`config.mk`:
```
export PLATFORM = sky130hd
export DESIGN_NAME = mb8_master
export DESIGN_NICKNAME = d
export VERILOG_FILES = /design/src/rtl/mb8_master.sv
export SDC_FILE = /design/constraint.sdc
export NUM_CORES = 1
export LEC_CHECK = 0
export ABC_AREA = 1
export ABC_CLOCK_PERIOD_IN_PS = 6300
export BUFFER_PORTS_ARGS = -buffer_cell sky130_fd_sc_hd__clkbuf_2
export CORE_AREA = 2 2 135 137
export DETAILED_ROUTE_END_ITERATION = 12
export DIE_AREA = 0 0 137 139
export SYNTH_ARGS = -nofsm -noshare
export SYNTH_HDL_FRONTEND = slang
export SYNTH_SLANG_ARGS = --single-unit
export TNS_END_PERCENT = 5
```
`constraint.sdc`:
```
create_clock -name clk -period 6.3 [get_ports clk]
set_clock_uncertainty 0.2 [all_clocks]
set_input_delay 0 -clock clk [delete_from_list [all_inputs] [get_ports clk]]
set_output_delay 0 -clock clk [all_outputs]
set_load 0.02 [all_outputs]
```
`src/rtl/mb8_master.sv`:
```
// Byte-wide memory initiator: splits one 8/16/32-bit request into byte accesses
// on a one-cycle-latency byte memory and returns the assembled word with an ack.
module mb8_master #(
    parameter int AW = 17,
    parameter int BE = 0
) (
    input  logic          clk,
    input  logic          rst_n,
    input  logic          req,
    input  logic          we,
    input  logic [1:0]    sz,
    input  logic [AW-1:0] ai,
    input  logic [31:0]   vi,
    output logic          busy,
    output logic          ack,
    output logic [31:0]   vo,
    output logic [AW-1:0] m_ai,
    output logic          m_we,
    output logic [7:0]    m_vi,
    input  logic [7:0]    m_vo
);

    typedef enum logic [1:0] {IDLE, WR, RD, RLAST} state_t;

    state_t        state, state_nx;
    logic [2:0]    k, k_nx;
    logic [1:0]    kl, kl_nx;
    logic [AW-1:0] a_r, a_nx;
    logic [31:0]   v_r, v_nx;
    logic          busy_nx, ack_nx, m_we_nx;
    logic [31:0]   vo_nx;
    logic [AW-1:0] m_ai_nx;
    logic [7:0]    m_vi_nx;
    logic [1:0]    kl_req;
    logic [2:0]    n;

    // Word lane holding byte idx of an access whose last byte index is last.
    function automatic logic [1:0] lane(input logic [1:0] idx, input logic [1:0] last);
        if (BE != 0)
            return last - idx;
        else
            return idx;
    endfunction

    always_comb begin
        unique case (sz)
            2'd0:    kl_req = 2'd0;
            2'd1:    kl_req = 2'd1;
            default: kl_req = 2'd3;
        endcase
    end

    assign n = {1'b0, kl} + 3'd1;

    always_comb begin
        state_nx = state;
        k_nx     = k;
        kl_nx    = kl;
        a_nx     = a_r;
        v_nx     = v_r;
        ack_nx   = 1'b0;
        m_we_nx  = 1'b0;
        vo_nx    = vo;
        m_ai_nx  = m_ai;
        m_vi_nx  = m_vi;

        unique case (state)
            IDLE: begin
                if (req) begin
                    kl_nx   = kl_req;
                    a_nx    = ai;
                    v_nx    = vi;
                    m_ai_nx = ai;
                    // Byte 0 is issued on the accepting edge, so the counter starts at 1.
                    k_nx    = 3'd1;
                    if (we) begin
                        state_nx = WR;
                        m_we_nx  = 1'b1;
                        m_vi_nx  = vi[{lane(2'd0, kl_req), 3'b000} +: 8];
                    end else begin
                        state_nx = RD;
                        vo_nx    = '0;
                    end
                end
            end
            WR: begin
                if (k == n) begin
                    state_nx = IDLE;
                    ack_nx   = 1'b1;
                    k_nx     = '0;
                end else begin
                    m_we_nx = 1'b1;
                    m_ai_nx = a_r + AW'(k);
                    m_vi_nx = v_r[{lane(k[1:0], kl), 3'b000} +: 8];
                    k_nx    = k + 3'd1;
                end
            end
            RD: begin
                // Data for byte k-2 arrives now; capture overlaps with issuing byte k.
                if (k >= 3'd2)
                    vo_nx[{lane(2'(k - 3'd2), kl), 3'b000} +: 8] = m_vo;
                if (k == n) begin
                    state_nx = RLAST;
                end else begin
                    m_ai_nx = a_r + AW'(k);
                    k_nx    = k + 3'd1;
                end
            end
            RLAST: begin
                vo_nx[{lane(kl, kl), 3'b000} +: 8] = m_vo;
                ack_nx   = 1'b1;
                state_nx = IDLE;
                k_nx     = '0;
            end
            default: state_nx = IDLE;
        endcase

        busy_nx = (state_nx != IDLE);
    end

    always_ff @(posedge clk or negedge rst_n) begin
        if (!rst_n) begin
            state <= IDLE;
            k     <= '0;
            kl    <= '0;
            a_r   <= '0;
            v_r   <= '0;
            busy  <= 1'b0;
            ack   <= 1'b0;
            vo    <= '0;
            m_ai  <= '0;
            m_we  <= 1'b0;
            m_vi  <= '0;
        end else begin
            state <= state_nx;
            k     <= k_nx;
            kl    <= kl_nx;
            a_r   <= a_nx;
            v_r   <= v_nx;
            busy  <= busy_nx;
            ack   <= ack_nx;
            vo    <= vo_nx;
            m_ai  <= m_ai_nx;
            m_we  <= m_we_nx;
            m_vi  <= m_vi_nx;
        end
    end

endmodule

```
; Word-level counts from Yosys, hierarchy flattened
; Index checks and enable logic that the tools add are counted.
[classes]
eq_ne = 12
mux = 37
n_lt_le_gt_ge = 1
shift = 6
addsub = 6
n_bitwise = 0
mul = 0
n_reduce_logical = 12
div = 0
[op_table]
columns = operator, n
row1 = $mux 32, 3
row2 = $pmux 32 s3, 1
row3 = $bwmux 32, 2
row4 = $shift 8x7->32 const A, 2
row5 = $shiftx 32x6->8, 2
row6 = $shiftx 8x7->32, 2
row7 = $mux 17, 2
row8 = $pmux 17 s2, 1
row9 = $mux 2, 12
row10 = $mux 8, 3
row11 = $add 17x3->17, 1
row12 = $pmux 8 s2, 1
row13 = $ne 2x2->1 const B, 7
row14 = $neg 5->7, 2
row15 = $pmux 3 s4, 1
row16 = $mux 3, 3
row17 = $pmux 2 s4, 1
row18 = $reduce_and 4->1, 2
row19 = $reduce_bool 2->1, 3
row20 = $eq 2x1->1 const B, 2
row21 = $eq 2x2->1 const B, 2
row22 = $logic_not 2->1, 2
row23 = $mux 1, 4
row24 = $pmux 1 s2, 2
row25 = 10 further kinds, 11
[word_totals]
output_inout_bits = 60
mem_count = 0
inputBits = 63
ramBits = 0
mem_bits_ro = 0
ff_bits = 116
latch_bits = 0

; Depth between registers and ports, before layout
[logic_depth]
word_depth = 8
mapped_depth = 12
ltp_nobuf = 10

; Worst setup path after synthesis
; OpenSTA, ideal clock, no wires.
[synth_path]
kind = register -> register
startpoint = reg k[0]
endpoint = reg vo[11]
synth_period_minus_slack_ps = 2275
path_slack_ps = 4025
n_path_buf = 3
t_arrival_ps = 1955
t_required_ps = 5979
path_stages_with_launch = 13
cell_sequence = dfrtp_1 > buf_2 > inv_2 > buf_2 > buf_2 > ha_1 > inv_1 > nand2_1 > nor3_1 > nor3_4 > nand2_1 > nand2_1 > nand2_1
[synth_via]
elab_chain_len = 8
word_cells_on_any_way = 12
classes_between = add/sub (2) / order compare (1) / eq/ne (1) / shift (2) / mux (5) / reduce/logical (1)
[synth_lines]
columns = element, line_no
row1 = from (decl), 26  ; logic [2:0] k, k_nx;
row2 = from (signal assigned), 136  ; k <= k_nx;
row3 = $sub 2x2->2, 101  ; vo_nx[{lane(2'(k - 3'd2), kl), 3'b000} +: 8] = m_vo;
row4 = $mux 2, 100  ; if (k >= 3'd2)
row5 = $mux 2, 67  ; unique case (state)
row6 = $neg 5->7, 101
row7 = $shiftx 8x7->32 or $shift 8x7->32 (tied branches), 101
row8 = $bwmux 32, 101
row9 = $mux 32, 100
row10 = $pmux 32 s3, 67
row11 = to (signal assigned), 142  ; vo <= vo_nx;
row12 = to (decl), 16  ; output logic [31:0] vo,
; Parallel ways exist; a longest one is shown, timed or not. The select of a mux whose other input is x is not followed.
; A chain may end at the register's enable or synchronous reset.

; Final worst setup path
[layout_path]
startpoint = reg state[0]
endpoint = reg m_ai[10]
[layout_via]
elab_chain_len = 4
word_cells_on_any_way = 9
classes_between = eq/ne (4) / mux (1) / reduce/logical (4)
[layout_lines]
columns = element, line_no
row1 = from (decl), 25  ; state_t state, state_nx;
row2 = from (signal assigned), 135  ; state <= state_nx;
row3 = $eq 2x2->1 or $eq 2x1->1 (tied branches), 67
row4 = $reduce_or 2->1 (no source line), --
row5 = $ne 2x2->1 (no source line) or $reduce_bool 2->1 (tied branches), --
row6 = $reduce_and 3->1 (no source line), --
row7 = to (signal assigned), 143  ; m_ai <= m_ai_nx;
row8 = to (decl), 17  ; output logic [AW-1:0] m_ai,
; Parallel ways exist; a longest one is shown, timed or not.

==> key figures <==
Run status
  • Status: finished, final reports clean

Synthesis
  • Register area share after synthesis: between 40% and 50%
  • Ys Warns: 0
  • Synth Register Bits: 116
  • Syn_area_per_cell: between 7 and 8 um2
  • List of most frequent post-synthesis cells: nand2_1 (373), dfrtp_1 (116), nand3_1 (72), inv_1 (57), o21ai_0 (49)
  • Synth cell types: 31
  • Synthesized net count: between 900 and 1,000
  • Async SR Flop Fraction: 100%
  • Mapped Cells: 822
  • Synth top area share: between 40% and 50%
  • Post-synth EDFFs: 0
  • Ys flop type: dfrtp_1
  • Post-synth top area cell: dfrtp_1
  • Cell Area, Synth: between 6000 and 7000 um2
  • Largest cells by area after synthesis: dfrtp_1 (48%), nand2_1 (23%), nand3_1 (5.9%)
  • Count leader, synth: nand2_1

Worst setup path
  • Top delay family on crit path: adder cells
  • Worst setup SP type: flip-flop
  • CP Capture Type: flip-flop
  • CP peak stage delay: around 0.9 ns
  • WP buf/inv: 3
  • WS Path Type: reg -> reg
  • Crit-path max FO: 28
  • Critical path's slowest cell: ha_1
  • Crit path DAT: 3.16 ns
  • Req. time, crit path: roughly 6.5 ns
  • Worst path cell trace: inv_1, ha_1, inv_2, o21ai_0, nand2_2, inv_2, nand3_1, nand2_1
  • CP most frequent cell: inv_2

Global route
  • GRT overflow: 0
  • Initial antenna violation count: 0
  • Largest net degree at the start of global routing: 76
  • Vias in the first global route: ~5,700
  • Total GRT Usage: a little under a fifth
  • Global-route wire length before repair: 28.0 mm

Timing
  • Setup Viol. Count Final: 0
  • Slew of the pin with the lowest slew margin: 0.971 ns
  • Final min period: approximately 3 ns
  • Fin. Hold Viols: 0
  • Hold Slack: roughly 0.11 ns
  • FMAX: 333 MHz
  • Final cycle utilization of the critical path: between 40 and 50%
  • Slew Limit Fails: 0
  • Setup repair after global routing missed its margin: false
  • Worst slew margin: between 30% and 40%
  • Setup TNS: 0 ns

Floorplan
  • Die W: between 100 and 150 um
  • Initial core utilization: 34.5%
  • CORE AREA: ~18,000 um2
  • IO Pins: roughly 120
  • Area of the die: between 15,000 and 20,000 um2
  • Die height: ~140 um
  • Number of cell rows: about 50

Route
  • Total Wirelength: approximately 17 mm
  • Initial DRC count: 383
  • Met3 routed WL: roughly 760 um
  • Number of remaining DRC errors: 0
  • Top Layer Used: met4
  • Drt pass-1 iters: 5
  • Antenna Violating Nets Remaining: 0
  • Wire length per cell: 13.8 um
  • DR vias: 5,846
  • DR vias/cell: approximately 4.7
  • Met2 WL: 7.89 mm
  • Met1 WL: a little over 8 mm

Placed design
  • IO buf count: about 120
  • DP Wirelength: ~12 mm
  • Gp weighted congestion: between 0.7 and 0.8

Pwr
  • Pleak: 4.35 nW
  • Combinational Power Share: a little over two fifths
  • VDD IR-drop max: ~0.23 mV
  • Clock share of power: between 20% and 30%
  • Net Sw Frac: about 44%
  • Seq pwr share: about a third
  • Total Power: between 3 and 4 mW
  • PD cells: 487 nW/um2
  • Internal power: roughly 2.2 mW
  • Sw power: roughly 1.7 mW

Job
  • Max Cap Violations: 0

Layout
  • Antenna diode count: 0
  • Utilization after layout: between 40% and 50%
  • Layout cell share with drive strength beyond 1: 16.8%
  • Area Overhead vs Synth: 33.6%
  • Nets: 1,084
  • Fillcell total: 1,836

Clock tree
  • CTS sink cnt: 116
  • Post-CTS Resized: 0
  • Total CTS buffers: 17
  • CTS tree: done
  • CTS H-Tree Depth: 4
  • Clock Tree Buf Depth: 2
  • CTS root buffer: clkbuf_16
  • CTS clk-pin slew, worst paths: approximately 0.06 ns
  • Clk Latency, worst-skew pair: approximately 0.42 ns

Hold path
  • Hold Path Class: in -> reg
tightest hold or removal path, delay by kind of cell:
| family | cells | cell delay, ns |
|---|---|---|
| buf+inv | 2 | 0.61 |
| simple gates | 2 | 0.08 |
what timing repair did:
action / CTS / global route
hold buffers: 64 / 0
endpoints found under the hold margin: 156 / 0
buffers inserted: 0 / 0
worst paths after layout:
check | startpoint | end | slack (ns) | cells after the start
max in group asynchronous | rst_n | a_r[6]$_DFFE_PN0P_ | 4.52 | 4
setup reg to reg | state[0]$_DFF_PN0_ | m_ai[10]$_DFFE_PN0P_ | 3.30 | 8
hold reg to reg | vo[17]$_DFFE_PN0P_ | vo[17]$_DFFE_PN0P_ | 0.26 | 2
hold / removal | vi[29] | v_r[29]$_DFFE_PN0P_ | 0.11 | 4
setup / recovery | state[0]$_DFF_PN0_ | m_ai[10]$_DFFE_PN0P_ | 3.30 | 8
min in group asynchronous | rst_n | vo[19]$_DFFE_PN0P_ | 0.44 | 4
cells by family (layout without fill, tap and decap cells):
kind of cell | after synthesis | in the layout | synth area share, %
AOI/OAI and AO/OA | 83 | 83 | 7.64
adders and majority gates | 20 | 20 | 4.23
buffers and inverters | 91 | 283 | 6.27
and+or+nand+nor | 509 | 509 | 33.8
xor gates and xnor gates | 3 | 3 | 0.431
DFF | 116 | 116 | 47.7
routing by layer:
layer	global-route usage, %	up-vias
met3	4.31	20
met1	25.5	2691
li1	-	2983
met4	5.43	0
met5	0	-
met2	29.0	152
registers in the layout, indices dropped and copies added, names as in the netlist:
name   count
k          3
state      2
m_ai      17
m_we       1
ack        1
busy       1
kl         2
v_r       32
a_r       17
m_vi       8
vo        32
area by class of cell:
cell class | instances | area (um2) | area share, %
clock inverter | 12 | 153 | 1.88
clock buffer | 20 | 467 | 5.74
timing repair buffer | 189 | 1290 | 15.8
sequential | 116 | 2900 | 35.7
inverter | 62 | 233 | 2.86
tap | 229 | 287 | 3.52
multi-input combinational | 615 | 2810 | 34.5
placed cells by master (no fill, tap or decap), types with 2 or more instances in the layout:
cell | Yosys | layout
nor3_1 | 2 | 2
a31oi_1 | 8 | 8
nand3_1 | 72 | 72
a21oi_1 | 4 | 4
nor2_1 | 46 | 46
clkinvlp_4 | 0 | 4
clkbuf_16 | 0 | 17
ha_1 | 19 | 19
buf_4 | 6 | 4
xnor2_1 | 2 | 2
inv_2 | 5 | 5
clkbuf_2 | 0 | 121
nand2_2 | 1 | 2
o22ai_1 | 17 | 17
dfrtp_1 | 116 | 116
inv_1 | 57 | 57
clkinv_2 | 0 | 3
nand2_1 | 373 | 372
dlygate4sd3_1 | 0 | 63
nand4_1 | 11 | 11
bufinv_16 | 0 | 3
o21ai_0 | 49 | 49
clkbuf_8 | 0 | 3
metrics by stage:
step                area, um2  cells  worst slack [ns]
floorplan                6090    822              4.02
global placement         6870   1147              3.37
detailed placement       6870   1147              3.29
CTS                      8140   1243              3.27
global route             8140   1243              3.03
finish                   8140   1243              3.30
power by group through the flow:
stage / logic [mW] / registers [mW] / clock network [mW]
after floorplan: 1.13 / 1.33 / 0
after global routing: 1.92 / 1.31 / 1.05
after CTS: 1.71 / 1.27 / 1.03
after detailed placement: 1.66 / 1.27 / 0
after global placement: 1.65 / 1.27 / 0
final: 1.69 / 1.27 / 1.00
No activity file was read; power rests on OpenSTA's default activity.
